**config.mk**
```make
export PLATFORM = sky130hd
export DESIGN_NAME = hazard_unit_mc
export DESIGN_NICKNAME = d
export VERILOG_FILES = /design/src/rtl/hazard_unit_mc.sv
export SDC_FILE = /design/constraint.sdc
export NUM_CORES = 1
export LEC_CHECK = 0
export BUFFER_PORTS_ARGS = -buffer_cell sky130_fd_sc_hd__buf_4
export CAP_MARGIN = 20
export CORE_MARGIN = 2
export CORE_UTILIZATION = 42
export CTS_CLUSTER_SIZE = 12
export DETAILED_ROUTE_END_ITERATION = 12
export PLACE_DENSITY = 0.81
export SLEW_MARGIN = 15
export SYNTH_ARGS = -nofsm -noshare
export SYNTH_HDL_FRONTEND = slang
export SYNTH_SLANG_ARGS = --single-unit
```
**constraint.sdc**
```tcl
create_clock -name clk -period 4.8 [get_ports clk]
set_input_delay 0.72 -clock clk [delete_from_list [all_inputs] [get_ports clk]]
set_output_delay 0.72 -clock clk [all_outputs]
set_load 0.1 [all_outputs]
```
**src/rtl/hazard_unit_mc.sv**
```systemverilog
`default_nettype none
// ============================================================================
// Module   : hazard_unit_mc
// Purpose  : Pipeline hazard detection for the 5-stage core with a
//            multi-cycle data memory. A MEM-stage wait FSM freezes the
//            pipeline while an access completes. Interrupts are latched and
//            deferred until the access finishes. A saturating counter tracks
//            stall and freeze cycles.
// Revision : 1.0 - initial release
// ============================================================================
module hazard_unit_mc #(
    parameter int REG_AW  = 5,
    parameter int MEM_LAT = 1,
    parameter int PERF_W  = 32
) (
    input  logic              clk,
    input  logic              rst,
    input  logic [REG_AW-1:0] rs1_ID,
    input  logic [REG_AW-1:0] rs2_ID,
    input  logic [REG_AW-1:0] rd_EX,
    input  logic [REG_AW-1:0] rd_MEM,
    input  logic              RegWrite_EX,
    input  logic              RegWrite_MEM,
    input  logic              MemRead_EX,
    input  logic              MemRead_MEM,
    input  logic              MemWrite_ID,
    input  logic              MemWrite_MEM,
    input  logic              branch_result,
    input  logic              IsBranch_ID,
    input  logic              IsJAL_ID,
    input  logic              IsJALR_ID,
    input  logic              interrupt_req,
    input  logic              mret_taken,
    output logic              stall,
    output logic              freeze,
    output logic              flush_IFID,
    output logic              flush_IDEX,
    output logic              flush_EXMEM,
    output logic              flush_MEMWB,
    output logic              branch_taken,
    output logic              interrupt_taken,
    output logic              irq_pending,
    output logic              mem_busy,
    output logic [PERF_W-1:0] stall_cycles
);

    // Wait counter only has to hold MEM_LAT-2; keep at least one bit.
    localparam int   c_CNT_W       = (MEM_LAT > 2) ? $clog2(MEM_LAT - 1) : 1;
    localparam int   c_CNT_INIT    = (MEM_LAT > 1) ? (MEM_LAT - 2) : 0;
    localparam logic c_MULTI_CYCLE = (MEM_LAT > 1);

    typedef enum logic [0:0] {
        ST_IDLE     = 1'b0,
        ST_MEM_WAIT = 1'b1
    } state_t;

    state_t              state_q, state_d;
    logic [c_CNT_W-1:0]  cnt_q, cnt_d;
    logic                irq_pending_q, irq_pending_d;
    logic [PERF_W-1:0]   stall_cycles_q, stall_cycles_d;

    logic w_load_use, w_br_load, w_jalr_load, w_hazard;
    logic w_idle, w_wait, w_irq_any, w_take_irq, w_mret;
    logic w_mem_start, w_freeze, w_branch;

    // A younger instruction depends on an older one that writes a non-zero register.
    function automatic logic dep(input logic [REG_AW-1:0] rd,
                                 input logic [REG_AW-1:0] rs,
                                 input logic              we);
        return we && (rd != '0) && (rd == rs);
    endfunction

    assign w_load_use  = MemRead_EX && (dep(rd_EX, rs1_ID, RegWrite_EX) ||
                         (dep(rd_EX, rs2_ID, RegWrite_EX) && !MemWrite_ID));
    assign w_br_load   = IsBranch_ID &&
                         ((MemRead_EX  && (dep(rd_EX,  rs1_ID, RegWrite_EX)  ||
                                           dep(rd_EX,  rs2_ID, RegWrite_EX)))  ||
                          (MemRead_MEM && (dep(rd_MEM, rs1_ID, RegWrite_MEM) ||
                                           dep(rd_MEM, rs2_ID, RegWrite_MEM))));
    assign w_jalr_load = IsJALR_ID && MemRead_EX && dep(rd_EX, rs1_ID, RegWrite_EX);
    assign w_hazard    = w_load_use || w_br_load || w_jalr_load;

    assign w_idle      = (state_q == ST_IDLE);
    assign w_wait      = (state_q == ST_MEM_WAIT);
    assign w_irq_any   = interrupt_req || irq_pending_q;
    // Interrupts are only taken between accesses; they win over a new access and MRET.
    assign w_take_irq  = w_idle && w_irq_any;
    // MRET during a wait sees a bubble in WB, so it only acts from IDLE.
    assign w_mret      = w_idle && mret_taken && !w_take_irq;
    assign w_mem_start = c_MULTI_CYCLE && w_idle && (MemRead_MEM || MemWrite_MEM) &&
                         !w_irq_any && !mret_taken;
    // The last wait cycle (cnt==0) releases the pipeline.
    assign w_freeze    = w_mem_start || (w_wait && (cnt_q != '0));
    assign w_branch    = (IsBranch_ID && !w_br_load && branch_result) || IsJAL_ID ||
                         (IsJALR_ID && !w_jalr_load);

    // Priority decode of pipeline controls: freeze, interrupt, mret, normal hazards.
    always_comb begin
        stall           = 1'b0;
        freeze          = 1'b0;
        flush_IFID      = 1'b0;
        flush_IDEX      = 1'b0;
        flush_EXMEM     = 1'b0;
        flush_MEMWB     = 1'b0;
        branch_taken    = 1'b0;
        interrupt_taken = 1'b0;
        if (!rst) begin
            if (w_freeze) begin
                freeze      = 1'b1;
                stall       = 1'b1;
                flush_MEMWB = 1'b1;
            end else if (w_take_irq) begin
                interrupt_taken = 1'b1;
                flush_IFID      = 1'b1;
                flush_IDEX      = 1'b1;
                flush_EXMEM     = 1'b1;
                flush_MEMWB     = 1'b1;
            end else if (w_mret) begin
                flush_IFID  = 1'b1;
                flush_IDEX  = 1'b1;
                flush_EXMEM = 1'b1;
            end else begin
                branch_taken = w_branch;
                flush_IFID   = w_branch;
                if (w_hazard) begin
                    stall      = 1'b1;
                    flush_IDEX = 1'b1;
                end
            end
        end
    end

    // Next-state for the wait FSM, interrupt latch and stall counter.
    always_comb begin
        state_d        = state_q;
        cnt_d          = cnt_q;
        irq_pending_d  = irq_pending_q;
        stall_cycles_d = stall_cycles_q;
        case (state_q)
            ST_IDLE: begin
                if (w_mem_start) begin
                    state_d = ST_MEM_WAIT;
                    cnt_d   = c_CNT_W'(c_CNT_INIT);
                end
            end
            ST_MEM_WAIT: begin
                if (cnt_q == '0) begin
                    state_d = ST_IDLE;
                end else begin
                    cnt_d = cnt_q - c_CNT_W'(1);
                end
            end
            default: state_d = ST_IDLE;
        endcase
        if (interrupt_taken) begin
            irq_pending_d = 1'b0;
        end else if (interrupt_req) begin
            irq_pending_d = 1'b1;
        end
        if ((stall || freeze) && (stall_cycles_q != '1)) begin
            stall_cycles_d = stall_cycles_q + PERF_W'(1);
        end
    end

    // State registers; reset aborts any access in flight and drops the latched interrupt.
    always_ff @(posedge clk or posedge rst) begin
        if (rst) begin
            state_q        <= ST_IDLE;
            cnt_q          <= '0;
            irq_pending_q  <= 1'b0;
            stall_cycles_q <= '0;
        end else begin
            state_q        <= state_d;
            cnt_q          <= cnt_d;
            irq_pending_q  <= irq_pending_d;
            stall_cycles_q <= stall_cycles_d;
        end
    end

    assign mem_busy     = (state_q == ST_MEM_WAIT);
    assign irq_pending  = irq_pending_q;
    assign stall_cycles = stall_cycles_q;

endmodule
`default_nettype wire

```
== After elaboration in Yosys (flattened, before gate mapping) ==
Index checks and enable logic that the tools add are counted.

* Flip-flop bits (word level): 35
* Bits of input ports: 34
* Logic and storage cells: 84

* $add $sub $neg: 2
* Equal/unequal tests: 5
* Muxes and demuxes: 34
* Bitwise logic cells: 1
* Reductions and logical operators: 38

{| class="wikitable"
|+ Operators with widths
! cell !! count
|-
| $mux W1 || 33
|-
| $add A32 B1 Y32 const B || 1
|-
| $ne A32 B32 Y1 const B || 1
|-
| $logic_and A1 B1 Y1 || 21
|-
| $eq A5 B5 Y1 || 4
|-
| $logic_or A1 B1 Y1 || 10
|-
| $reduce_bool A5 Y1 || 2
|-
| $logic_not A1 Y1 || 4
|-
| $pmux W1 S2 || 1
|-
| $reduce_bool A2 Y1 || 1
|-
| $not A1 Y1 || 1
|-
| $sub A1 B1 Y1 const B || 1
|}

== Longest topological paths before layout ==
Gate-level depths: netlist of run 1.

* Word-level depth: 16
* Gate-level depth with buffers: 9

== Worst setup path after synthesis of run 1 ==
OpenSTA, ideal clock, no wires.

* Path type: input -> output
* From: in rd_EX[0]
* To: out flush_IFID
* Data arrival time: 3.274 ns
* Path slack: 0.806 ns
* Stages: 7
* Path buffers: 0
* Path through: or3_1 o311a_4 nand3_2 nand3_1 o21bai_1 a21oi_1 a21oi_1

* Longest elaborated chain between the ends: 16
* Elaborated cells on any way between the ends: 22
* Classes of those cells: 2 x eq/ne; 4 x mux; 16 x reduce/logical

{| class="wikitable"
|+ RTL lines
! what !! line !! RTL
|-
| start, declared || 20 || <nowiki>input logic [REG_AW-1:0] rd_EX,</nowiki>
|-
| $reduce_bool A5 Y1 || 70 || <nowiki>return we && (rd != '0) && (rd == rs);</nowiki>
|-
| $logic_and A1 B1 Y1 (2 in series) || 70 ||
|-
| $logic_or A1 B1 Y1 || 76 || <nowiki>((MemRead_EX && (dep(rd_EX, rs1_ID, RegWrite_EX) ||</nowiki>
|-
| $logic_and A1 B1 Y1 || 76 ||
|-
| $logic_or A1 B1 Y1 || 77 || <nowiki>dep(rd_EX, rs2_ID, RegWrite_EX))) ||</nowiki>
|-
| $logic_and A1 B1 Y1 || 75 || <nowiki>assign w_br_load = IsBranch_ID &&</nowiki>
|-
| $logic_not A1 Y1 || 94 || <nowiki>assign w_branch = (IsBranch_ID && !w_br_load && branch_result) || IsJAL_ID ||</nowiki>
|-
| $logic_and A1 B1 Y1 (2 in series) || 94 ||
|-
| $logic_or A1 B1 Y1 || 94 ||
|-
| $logic_or A1 B1 Y1 * || 94 ||
|-
| $mux W1 * || 118 || <nowiki>end else if (w_mret) begin</nowiki>
|-
| $mux W1 * || 112 || <nowiki>end else if (w_take_irq) begin</nowiki>
|-
| $mux W1 * || 108 || <nowiki>if (w_freeze) begin</nowiki>
|-
| $mux W1 * || 107 || <nowiki>if (!rst) begin</nowiki>
|-
| end, declared || 36 || <nowiki>output logic flush_IFID,</nowiki>
|}

Mark *: on every way between the ends. The rest lies on a longest branch, timed or not.

== Worst setup path in the final report of run 1 ==
* From: in rd_MEM[1]
* To: out flush_IFID

* Longest elaborated chain between the ends: 16
* Elaborated cells on any way between the ends: 19
* Classes of those cells: 2 x eq/ne; 4 x mux; 13 x reduce/logical

{| class="wikitable"
|+ RTL lines
! what !! line !! RTL
|-
| start, declared || 21 || <nowiki>input logic [REG_AW-1:0] rd_MEM,</nowiki>
|-
| $reduce_bool A5 Y1 || 70 ||
|-
| $logic_and A1 B1 Y1 (2 in series) || 70 ||
|-
| $logic_or A1 B1 Y1 * || 78 || <nowiki>(MemRead_MEM && (dep(rd_MEM, rs1_ID, RegWrite_MEM) ||</nowiki>
|-
| $logic_and A1 B1 Y1 * || 78 ||
|-
| $logic_or A1 B1 Y1 * || 77 ||
|-
| $logic_and A1 B1 Y1 * || 75 ||
|-
| $logic_not A1 Y1 * || 94 ||
|-
| $logic_and A1 B1 Y1 * (2 in series) || 94 ||
|-
| $logic_or A1 B1 Y1 * (2 in series) || 94 ||
|-
| $mux W1 * || 118 ||
|-
| $mux W1 * || 112 ||
|-
| $mux W1 * || 108 ||
|-
| $mux W1 * || 107 ||
|}

Marked as above.

==> qor.csv, run 1 <==
stage;metric;value;unit
status;status;finished clean;
min_path;hold_class;register to register;
final_layout;stdcell_area;2760;um^2
logic_synthesis;syn_avg_cell_area;9.70;um^2
die;floorplan.core_area;4750;um^2
place;io_buffer_count;72;
pwr;power.leakage;1.36;nW
critical_path;crit_family;compound AO/OA/AOI/OAI gates;
die;die_height;74.5;um
routing;wire_per_inst;14.1;um
timing;hold_viol_final;0;
routing;dr_wl_met3;288;um
clocking;clock_path_buffers;2;
place;gp_congestion;0.806;
die;start_util;43.9;%
pwr;max-vdd-ir-drop;0.160;mV
global_route;grt_pass1_vias;1831;
critical_path;crit_slowest_cell;or4_1;
clocking;clk_latency;0.29;ns
final_layout;drive_gt1_share;31.6;%
die;pin_count;76;
global_route;grt_use_total;19.7;%
timing;fin_skew;0.00610;ns
critical_path;cp-end-kind;output port;
critical_path;worstSetupEndpoint;flush_IFID;
logic_synthesis;synth_top_area_cell;dfrtp_1;
place;place_area;2670;um^2
critical_path;cp-startpoint;rd_MEM[1];
final_layout;antenna_cells;0;
place;hpwlAfterDp;3830;um
timing;setup_tns;0;ns
critical_path;worst-r2r-cell-count;7;
final_layout;register_area;826;um^2
critical_path;required;4.08;ns
clocking;cts_setup_buffers;0;
logic_synthesis;yosysWarnings;0;
job;maxCapViolations;0;
routing;remaining_drc_errors;0;
routing;wl_met1;2210;um
routing;top_layer_used;met4;
timing;timing.final.max_slew_violations;0;
global_route;grt_overflow;0;
clocking;cts_resized;0;
logic_synthesis;synth_edf_count;0;
critical_path;path_cells;buf_4 -> or4_1 -> o211ai_1 -> nor2_1 -> o21bai_1 -> a21oi_1 -> a21oi_1 -> buf_4;
critical_path;path_max_fanout;3;
logic_synthesis;yosysUniqueCellTypes;42;
critical_path;max_stage_delay;0.51;ns
timing;worst_pin_slew;0.669;ns
critical_path;path_class;primary input to output port;
global_route;grt_first_pass_wirelength;8360;um
clocking;htree_levels;2;
clocking;cts_tree;done;
final_layout;multi_input_area;1200;um^2
critical_path;regToRegSetupSlack;2.17;ns
routing;via_count;1854;
timing;setup_viol;0;
final_layout;area_growth_syn_to_layout;32.1;%
logic_synthesis;seq_area_frac_synth;39.6;%
logic_synthesis;synth_top_cell_area_share;39.6;%
timing;post-route-min-period;3.21;ns
critical_path;start_kind;primary input;
die;die_w;74.5;um
logic_synthesis;async_flop_share;100;%
timing;max-slew-margin-rel;55.1;%
clocking;cts_buffers;5;
routing;vias_per_cell;5.18;
critical_path;r2r_start;stall_cycles[0];
logic_synthesis;syn_inst;215;
timing;min_period_over_period;66.8;%
global_route;grt_max_degree;35;
critical_path;timing.rr.end;stall_cycles[1];
timing;rsz0062_at_grt;false;
global_route;antenna_found_initial;0;
timing;fmax;312;MHz
routing;initialDrtViolationCount;80;
critical_path;cp_num_cells;8;
logic_synthesis;synth-seq-cells;33;
critical_path;crit_buf_inv;2;
die;rows;25;
logic_synthesis;syn-cell-area;2090;um^2
final_layout;fillCellCount;447;
pwr;powerDensity;222;nW/um^2
clocking;clockRootBuffer;clkbuf_8;
routing;dr_wl_met2;2390;um
clocking;clk_pin_slew_worst_paths;0.07;ns
routing;antenna_left;0;
clocking;cts_hold_buffers;0;
clocking;cts.sinks;33;
die;die_area;5550;um^2
logic_synthesis;synth_ff_type;dfrtp_1;
logic_synthesis;synthTopCellsByArea;dfrtp_1, xor2_1, xnor2_1;
routing;drt_wl_total;5030;um
final_layout;nNetsFinal;325;
routing;dr.pass1.iters;4;
critical_path;worstPathArrival;2.49;ns
state kept, by name (all words and copies together), names as in the netlist:
| name | count |
|---|---|
| stall_cycles | 32 |
| irq_pending | 1 |
layout make-up:
class	count	share of cell area, %
multi-input cells	173	43.6
inverters	4	0.545
well taps	67	3.04
flip-flops and latches	33	30.0
repair buffers	73	19.9
clock inverters	2	0.363
clock buffers	6	2.63
placed cells by master (no fill, tap or decap), types with 2 or more instances in the layout:
master,n
clkinv_2,2
a21oi_1,3
nor3_1,12
buf_4,73
a22oi_1,2
nand4_1,6
nand3_2,3
inv_1,4
and4_1,3
nor3b_1,2
conb_1,2
clkbuf_8,5
dfrtp_1,33
xor2_1,37
nand3_1,16
nor4_1,3
nor2b_1,3
or3_1,3
nor4_2,2
nor2_1,23
mux2_1,2
nand2_1,13
xnor2_1,12
and3_1,8
routing by layer:
| layer | vias to the layer above | GRT usage (%) |
|---|---|---|
| met5 | - | 0 |
| met4 | 0 | 8.33 |
| met3 | 14 | 6.50 |
| met2 | 66 | 31.4 |
| met1 | 877 | 24.7 |
| li1 | 897 | - |
report_power, final:
part	total, mW	internal, mW	switching, mW	leakage (nW)
logic	0.123	0.0395	0.0830	0.869
clock network	0.206	0.100	0.106	0.0450
registers	0.284	0.280	0.00323	0.449
total	0.612	0.420	0.192	1.36
metrics by stage:
step,power (mW),setup slack (ns),std cells,utilization (%),hold WS [ns]
floorplan,0.370,0.806,216,-,0.855
global placement,0.410,1.64,350,56.2,0.478
detailed placement,0.412,1.63,350,56.2,0.485
CTS,0.618,1.62,358,57.9,0.495
global route,0.639,1.47,358,57.9,0.522
finish,0.612,1.59,358,57.9,0.494
cell usage after synthesis, types with 3 or more instances:
master,n
xnor2_1,12
nor2b_1,3
nand3_1,16
nand2_1,13
a21oi_1,3
nand3_2,3
nand4_1,6
and4_1,3
nor3_1,12
inv_1,4
or3_1,3
xor2_1,37
nor2_1,23
and3_1,8
buf_4,3
nor4_1,3
dfrtp_1,33
cells by family (layout without fill, tap and decap cells):
logic type | count (synthesis) | count (layout) | share of synthesized area (%)
compound gates | 12 | 12 | 5.64
xor+xnor | 49 | 49 | 20.6
fa+ha+maj | 1 | 1 | 0.600
buf+inv | 10 | 85 | 3.06
flops | 33 | 33 | 39.6
mux | 3 | 3 | 1.62
other cells | 1 | 2 | 0.180
simple gates | 106 | 106 | 28.7
worst register-to-register path, stage by stage (launching register included):
cell	delay (ns)
dfrtp_1	0.41
ha_1	0.21
nand2_1	0.12
nor3_1	0.59
and4_1	0.31
nand4_1	0.19
o211ai_4	0.30
mux2_2	0.40
worst min-delay path by stage:
stage / cells after the start / slack [ns] / end / start
after floorplan: 2 / 0.85 / irq_pending / interrupt_req
after global placement: 1 / 0.48 / stall_cycles[15] / stall_cycles[15]
after detailed placement: 1 / 0.49 / stall_cycles[27] / stall_cycles[27]
after CTS: 1 / 0.49 / stall_cycles[27] / stall_cycles[27]
after global routing: 1 / 0.52 / stall_cycles[27] / stall_cycles[27]
final: 1 / 0.49 / stall_cycles[27] / stall_cycles[27]
Note: power is estimated with default switching activity, not from simulation.
==> inputs of run 2 (changes only) <==
Settings changed: ABC_AREA from default to 1, PLACE_DENSITY 0.81 to 0.78.
Clock period 4.8 ns to 2.95 ns, I/O delays scaled along.
==> run 2 against run 1 <==
  * Global-route usage increased by 1.5 points
  * Core utilization decreased by 4.0 points
  * Clock-buffer cell count increased by 1
  * First-iteration DRC count increased by 84%
  * Non-clock buffer count increased by 4
  * Highest routed layer unchanged
  * Sequential share of layout area decreased by 5.6 points
  * Synthesized cell count increased by 92%
  * Final cell count increased by 57%
  * Clock skew decreased by 0.0017 ns
  * Sequential power increased by 62%
  * Critical path depth increased by 2
==> qor.csv, run 2 <==
stage;metric;value;unit
status;status;finished clean;
place;dp.cells;553;
clocking;cts_resized;0;
logic_synthesis;synth_top_cell_area_share;30.8;%
final_layout;final_common_cell;nand2_1;
global_route;grt_overflow;0;
die;start_util;42.7;%
clocking;clock_path_buffers;2;
logic_synthesis;syn-cell-area;2680;um^2
clocking;htree_levels;2;
global_route;grt_use_total;21.2;%
timing;max-slew-margin-rel;45.9;%
place;post-place-ws;0.573;ns
final_layout;post-route-util;54.0;%
timing;setup_tns;0;ns
pwr;powerDensity;329;nW/um^2
timing;whs;0.0578;ns
routing;top_layer_used;met4;
routing;remaining_drc_errors;0;
job;maxCapViolations;0;
clocking;clockRootBuffer;clkbuf_8;
logic_synthesis;synth_common_cells;nand2_1, nor2_1, inv_1, nand4_1, dfrtp_1;
critical_path;cp-end-kind;output port;
routing;dr_wl_met2;3300;um
timing;fin_skew;0.00437;ns
timing;rsz0062_at_grt;false;
final_layout;antenna_cells;0;
routing;dr_wl_met3;417;um
logic_synthesis;yosysWarnings;0;
logic_synthesis;synthTopCellsByArea;dfrtp_1, nand2_1, nand4_1;
final_layout;register_area;826;um^2
clocking;cts_tree;done;
logic_synthesis;synth_top_area_cell;dfrtp_1;
final_layout;largest_reg_flops;32;
place;io_buffer_count;72;
pwr;power.leakage;1.84;nW
timing;post-route-min-period;2.37;ns
die;rows;29;
clocking;cts.sinks;33;
routing;vias_per_cell;4.99;
logic_synthesis;seq_area_frac_synth;30.8;%
routing;wire_per_inst;12.7;um
timing;setup_viol;0;
clocking;clk_pin_slew_worst_paths;0.07;ns
logic_synthesis;syn_inst;413;
clocking;cts_hold_buffers;0;
place;gp_congestion;0.914;
global_route;grt_max_degree;33;
die;die_height;83.9;um
final_layout;fin_cells;561;
logic_synthesis;synth_ff_type;dfrtp_1;
logic_synthesis;synth-seq-cells;33;
die;die_w;83.9;um
critical_path;path_class;primary input to output port;
critical_path;worstPathArrival;1.93;ns
final_layout;drive_gt1_share;19.4;%
clocking;clk_latency;0.29;ns
routing;wl_met1;3280;um
timing;min_period_over_period;80.4;%
global_route;antenna_found_initial;0;
die;die_area;7040;um^2
timing;hold_viol_final;0;
global_route;grt_first_pass_wirelength;12500;um
logic_synthesis;syn_avg_cell_area;6.49;um^2
place;hpwlAfterDp;5560;um
die;pin_count;76;
global_route;grt_pass1_vias;2767;
critical_path;worst-r2r-cell-count;7;
timing;fmax;422;MHz
critical_path;start_kind;primary input;
final_layout;area_growth_syn_to_layout;26.5;%
timing;timing.final.max_slew_violations;0;
routing;dr.pass1.iters;4;
routing;drt_wl_total;7100;um
routing;via_count;2800;
critical_path;path_max_fanout;4;
timing;worst_pin_slew;0.809;ns
routing;initialDrtViolationCount;147;
logic_synthesis;async_flop_share;100;%
pwr;max-vdd-ir-drop;0.210;mV
die;floorplan.core_area;6280;um^2
final_layout;layout_common_cells;nand2_1, buf_4, nor2_1, inv_1, nand4_1;
logic_synthesis;yosysUniqueCellTypes;26;
critical_path;required;2.51;ns
logic_synthesis;synth_edf_count;0;
clocking;cts_buffers;5;
logic_synthesis;synth_most_common_cell;nand2_1;
min_path;hold_class;primary input to async pin;
clocking;cts_setup_buffers;0;
final_layout;fillCellCount;635;
final_layout;nNetsFinal;518;
final_layout;multi_input_area;1630;um^2
routing;antenna_left;0;
timing;worst_slack;0.579;ns
==> run 2: metrics by stage <==
stage / total power [mW] / area [um^2]
after global placement: 0.679 / 3270
after floorplan: 0.611 / 2690
after detailed placement: 0.682 / 3270
final: 1.12 / 3390
after global routing: 1.17 / 3390
after CTS: 1.13 / 3390
==> run 2: worst paths after layout <==
path,from,end,slack (ns)
worst max-delay path,rd_MEM[2],branch_taken,0.58
worst min-delay path,rst,irq_pending,0.06
worst max register to register,irq_pending,stall_cycles[22],0.70
worst min register to register,irq_pending,irq_pending,0.55
max in group asynchronous,rst,stall_cycles[2],2.27
min in group clk,interrupt_req,irq_pending,0.41
==> run 2: layout make-up <==
type | count | area share (%)
clock buffer | 7 | 2.55
clock inverter | 1 | 0.886
inverter | 38 | 4.21
multi-input combinational | 328 | 48.1
sequential | 33 | 24.4
tap | 77 | 2.84
timing repair buffer | 77 | 17.1
==> run 2: power breakdown <==
| part | internal (mW) | total [mW] | leakage (nW) | switching [mW] |
|---|---|---|---|---|
| Clock | 0.275 | 0.442 | 0.0585 | 0.166 |
| Sequential | 0.456 | 0.460 | 0.459 | 0.00401 |
| Combinational | 0.0658 | 0.214 | 1.32 | 0.148 |
| Total | 0.797 | 1.12 | 1.84 | 0.318 |
==> run 2: per-layer routing <==
metal | vias to the layer above | global-route usage [%]
met1 | 1261 | 28.0
met3 | 11 | 5.04
met2 | 75 | 34.8
met4 | 0 | 6.16
met5 | - | 0
li1 | 1453 | -
==> run 2: critical path, stage by stage <==
cell and delay (ns):
buf_4 0.13, nor3_1 0.23, nand3_1 0.10, nand3_1 0.08
inv_1 0.04, nand2_1 0.06, nand3_1 0.12, o21ai_0 0.27
and2_1 0.17, buf_4 0.28
==> run 2: logic make-up (layout without fill, tap and decap cells) <==
family / after synthesis / count (layout) / synth area share [%]
simple gates: 282 / 282 / 46.0
other cells: 1 / 2 / 0.140
compound gates: 3 / 3 / 0.653
fa+ha+maj: 1 / 1 / 0.467
buf+inv: 53 / 123 / 8.82
xor+xnor: 40 / 40 / 13.1
flops: 33 / 33 / 30.8
==> inputs of run 3 (changes only) <==
Settings changed: ABC_AREA 1 to 0, PLACE_DENSITY 0.78 to 0.83.
Clock period 2.95 ns to 2.1 ns, I/O delays scaled along.
==> run 3 against run 2 <==
  * The run now ends with negative setup slack left
  * First-iteration DRC count fell by 29%
  * Core utilization rose by 26 points
  * Clock skew rose by 0.0061 ns
  * Combinational power rose by 84%
  * Final area rose by 12%
  * Critical endpoint is now flush_IFID
  * Sequential power rose by 41%
  * Global-route usage rose by 2.7 points
  * Worst setup slack got worse by 0.77 ns
  * Hold slack improved by 0.041 ns
  * Clock power rose by 7.0%
==> qor.csv, run 3 (synthesis gave the netlist of run 1 again) <==
stage;metric;value;unit
critical_path;path_cells;buf_6 -> buf_4 -> xor2_1 -> nor3_1 -> a22oi_1 -> nor2_2 -> o21bai_4 -> a21oi_4 -> a21oi_4 -> buf_12;
status;status;finished, violations left;
die;die_w;74.5;um
critical_path;worst-r2r-cell-count;8;
critical_path;cp_num_cells;10;
routing;wire_per_inst;18.6;um
critical_path;crit_slowest_cell;a22oi_1;
timing;min_period_over_period;109;%
global_route;met1_usage;28.6;%
clocking;cts.sinks;33;
job;maxCapViolations;0;
clocking;htree_levels;2;
clocking;cts_buffers;5;
timing;worst_slack;-0.189;ns
global_route;grt_use_total;24.0;%
clocking;clock_path_buffers;2;
place;hpwlAfterDp;4430;um
critical_path;start_kind;primary input;
pwr;power.leakage;1.67;nW
global_route;grt_max_degree;23;
global_route;grt_overflow;0;
final_layout;final_common_cell;buf_4;
timing;setup_tns;-1.27;ns
final_layout;largest_reg_flops;32;
critical_path;path_class;primary input to output port;
global_route;use_met2;40.8;%
global_route;antenna_found_initial;0;
die;die_height;74.5;um
timing;hold_viol_final;0;
critical_path;worstPathArrival;1.97;ns
die;start_util;43.9;%
global_route;grt_first_pass_wirelength;9980;um
place;gp_congestion;0.842;
routing;via_count;2188;
min_path;hold_class;primary input to async pin;
critical_path;crit_family;compound AO/OA/AOI/OAI gates;
timing;setup_viol;23;
clocking;clk_pin_slew_worst_paths;0.07;ns
clocking;cts_tree;done;
timing;fin_skew;0.0104;ns
final_layout;drive_gt1_share;67.2;%
critical_path;crit_buf_inv;3;
routing;dr.pass1.iters;4;
critical_path;path_max_fanout;2;
routing;initialDrtViolationCount;105;
timing;whs;0.0985;ns
critical_path;max_stage_delay;0.39;ns
pwr;max-vdd-ir-drop;0.424;mV
final_layout;fillCellCount;270;
global_route;grt_pass1_vias;2131;
clocking;clk_latency;0.30;ns
global_route;busiest_layer;met2;
clocking;cts_hold_buffers;0;
timing;fmax;437;MHz
status;violations;negative setup slack;
final_layout;nNetsFinal;372;
critical_path;crit_path_frequent_cell;a21oi_4;
timing;timing.final.max_slew_violations;0;
die;die_area;5550;um^2
final_layout;antenna_cells;0;
final_layout;layout_common_cells;buf_4, xor2_1, dfrtp_4, nor2_4, dfrtp_2;
timing;post-route-min-period;2.29;ns
routing;antenna_left;0;
global_route;grtUsageMet3;6.78;%
pwr;p_total;1.52;mW
die;floorplan.core_area;4750;um^2
critical_path;required;1.78;ns
die;pin_count;76;
die;rows;25;
routing;drt_wl_total;7530;um
critical_path;cp-end-kind;output port;
place;io_buffer_count;72;
routing;vias_per_cell;5.40;
pwr;powerDensity;401;nW/um^2
final_layout;area_growth_syn_to_layout;81.3;%
timing;rsz0062_at_grt;true;
clocking;clockRootBuffer;clkbuf_8;
routing;remaining_drc_errors;0;
run 3: cell count changes in the layout (fill, tap and decap cells not counted), sizes merged, moves of 3 or more:
cell	previous run	this run
or3	0	3
mux2	0	3
and3	0	8
nor2b	0	3
and4	0	3
nor4	0	6
buf	77	119
xor2	23	37
nor2	45	24
xnor2	17	12
nand4	37	7
inv	38	4
nand2	163	13
run 3: metal layers:
metal,vias up,part of all wire (%)
li1,991,-
met4,0,4.2
met3,29,5.0
met2,88,52
met1,1080,39
met5,-,0
run 3: path summary, 6_finish.rpt:
| path | startpoint | to | slack [ns] |
|---|---|---|---|
| max | rd_MEM[2] | flush_IFID | -0.19 |
| min | rst | stall_cycles[26] | 0.1 |
| max reg2reg | stall_cycles[27] | stall_cycles[17] | -0.01 |
| min reg2reg | stall_cycles[29] | stall_cycles[29] | 0.49 |
| max in group asynchronous | rst | stall_cycles[9] | 1.29 |
| min in group clk | interrupt_req | irq_pending | 0.32 |
run 3: timing repair:
item / CTS / global route
gates resized for setup: 31 / 33
setup buffers: 2 / 6
pin swaps: 5 / 18
cloned: 0 / 1
setup endpoints to repair: 5 / 27
run 3: power by group:
group | switching, mW | internal, mW | leakage [nW]
sequential | 0.00628 | 0.643 | 0.393
clock | 0.240 | 0.232 | 0.0422
combinational | 0.243 | 0.152 | 1.24
total | 0.489 | 1.03 | 1.67
run 3: worst reg2reg max path, stage by stage, from the launching register on:
cell and delay, ns:
dfrtp_4 0.49, and4_4 0.21, and3_1 0.21, and4_1 0.20, nand4_1 0.15, o211ai_4 0.14
clkbuf_16 0.20, nor4_4 0.25, xnor2_1 0.16
run 3: through the flow:
stage	utilization (%)	setup slack, ns	cells	area [um^2]
finish	79.5	-0.189	405	3780
global route	79.5	-0.279	405	3780
CTS	74.6	-0.112	398	3550
detailed placement	69.5	-0.263	388	3300
global placement	69.5	-0.233	388	3300
floorplan	-	-0.214	216	2430
run 3: layout make-up:
cell class,count,area [um^2],share of cell area [%]
timing repair buffer,120,1050,27.9
multi-input combinational,173,1640,43.3
inverter,4,15.0,0.397
tap,67,83.8,2.22
sequential,33,911,24.1
clock inverter,1,5.00,0.132
clock buffer,7,76.3,2.02
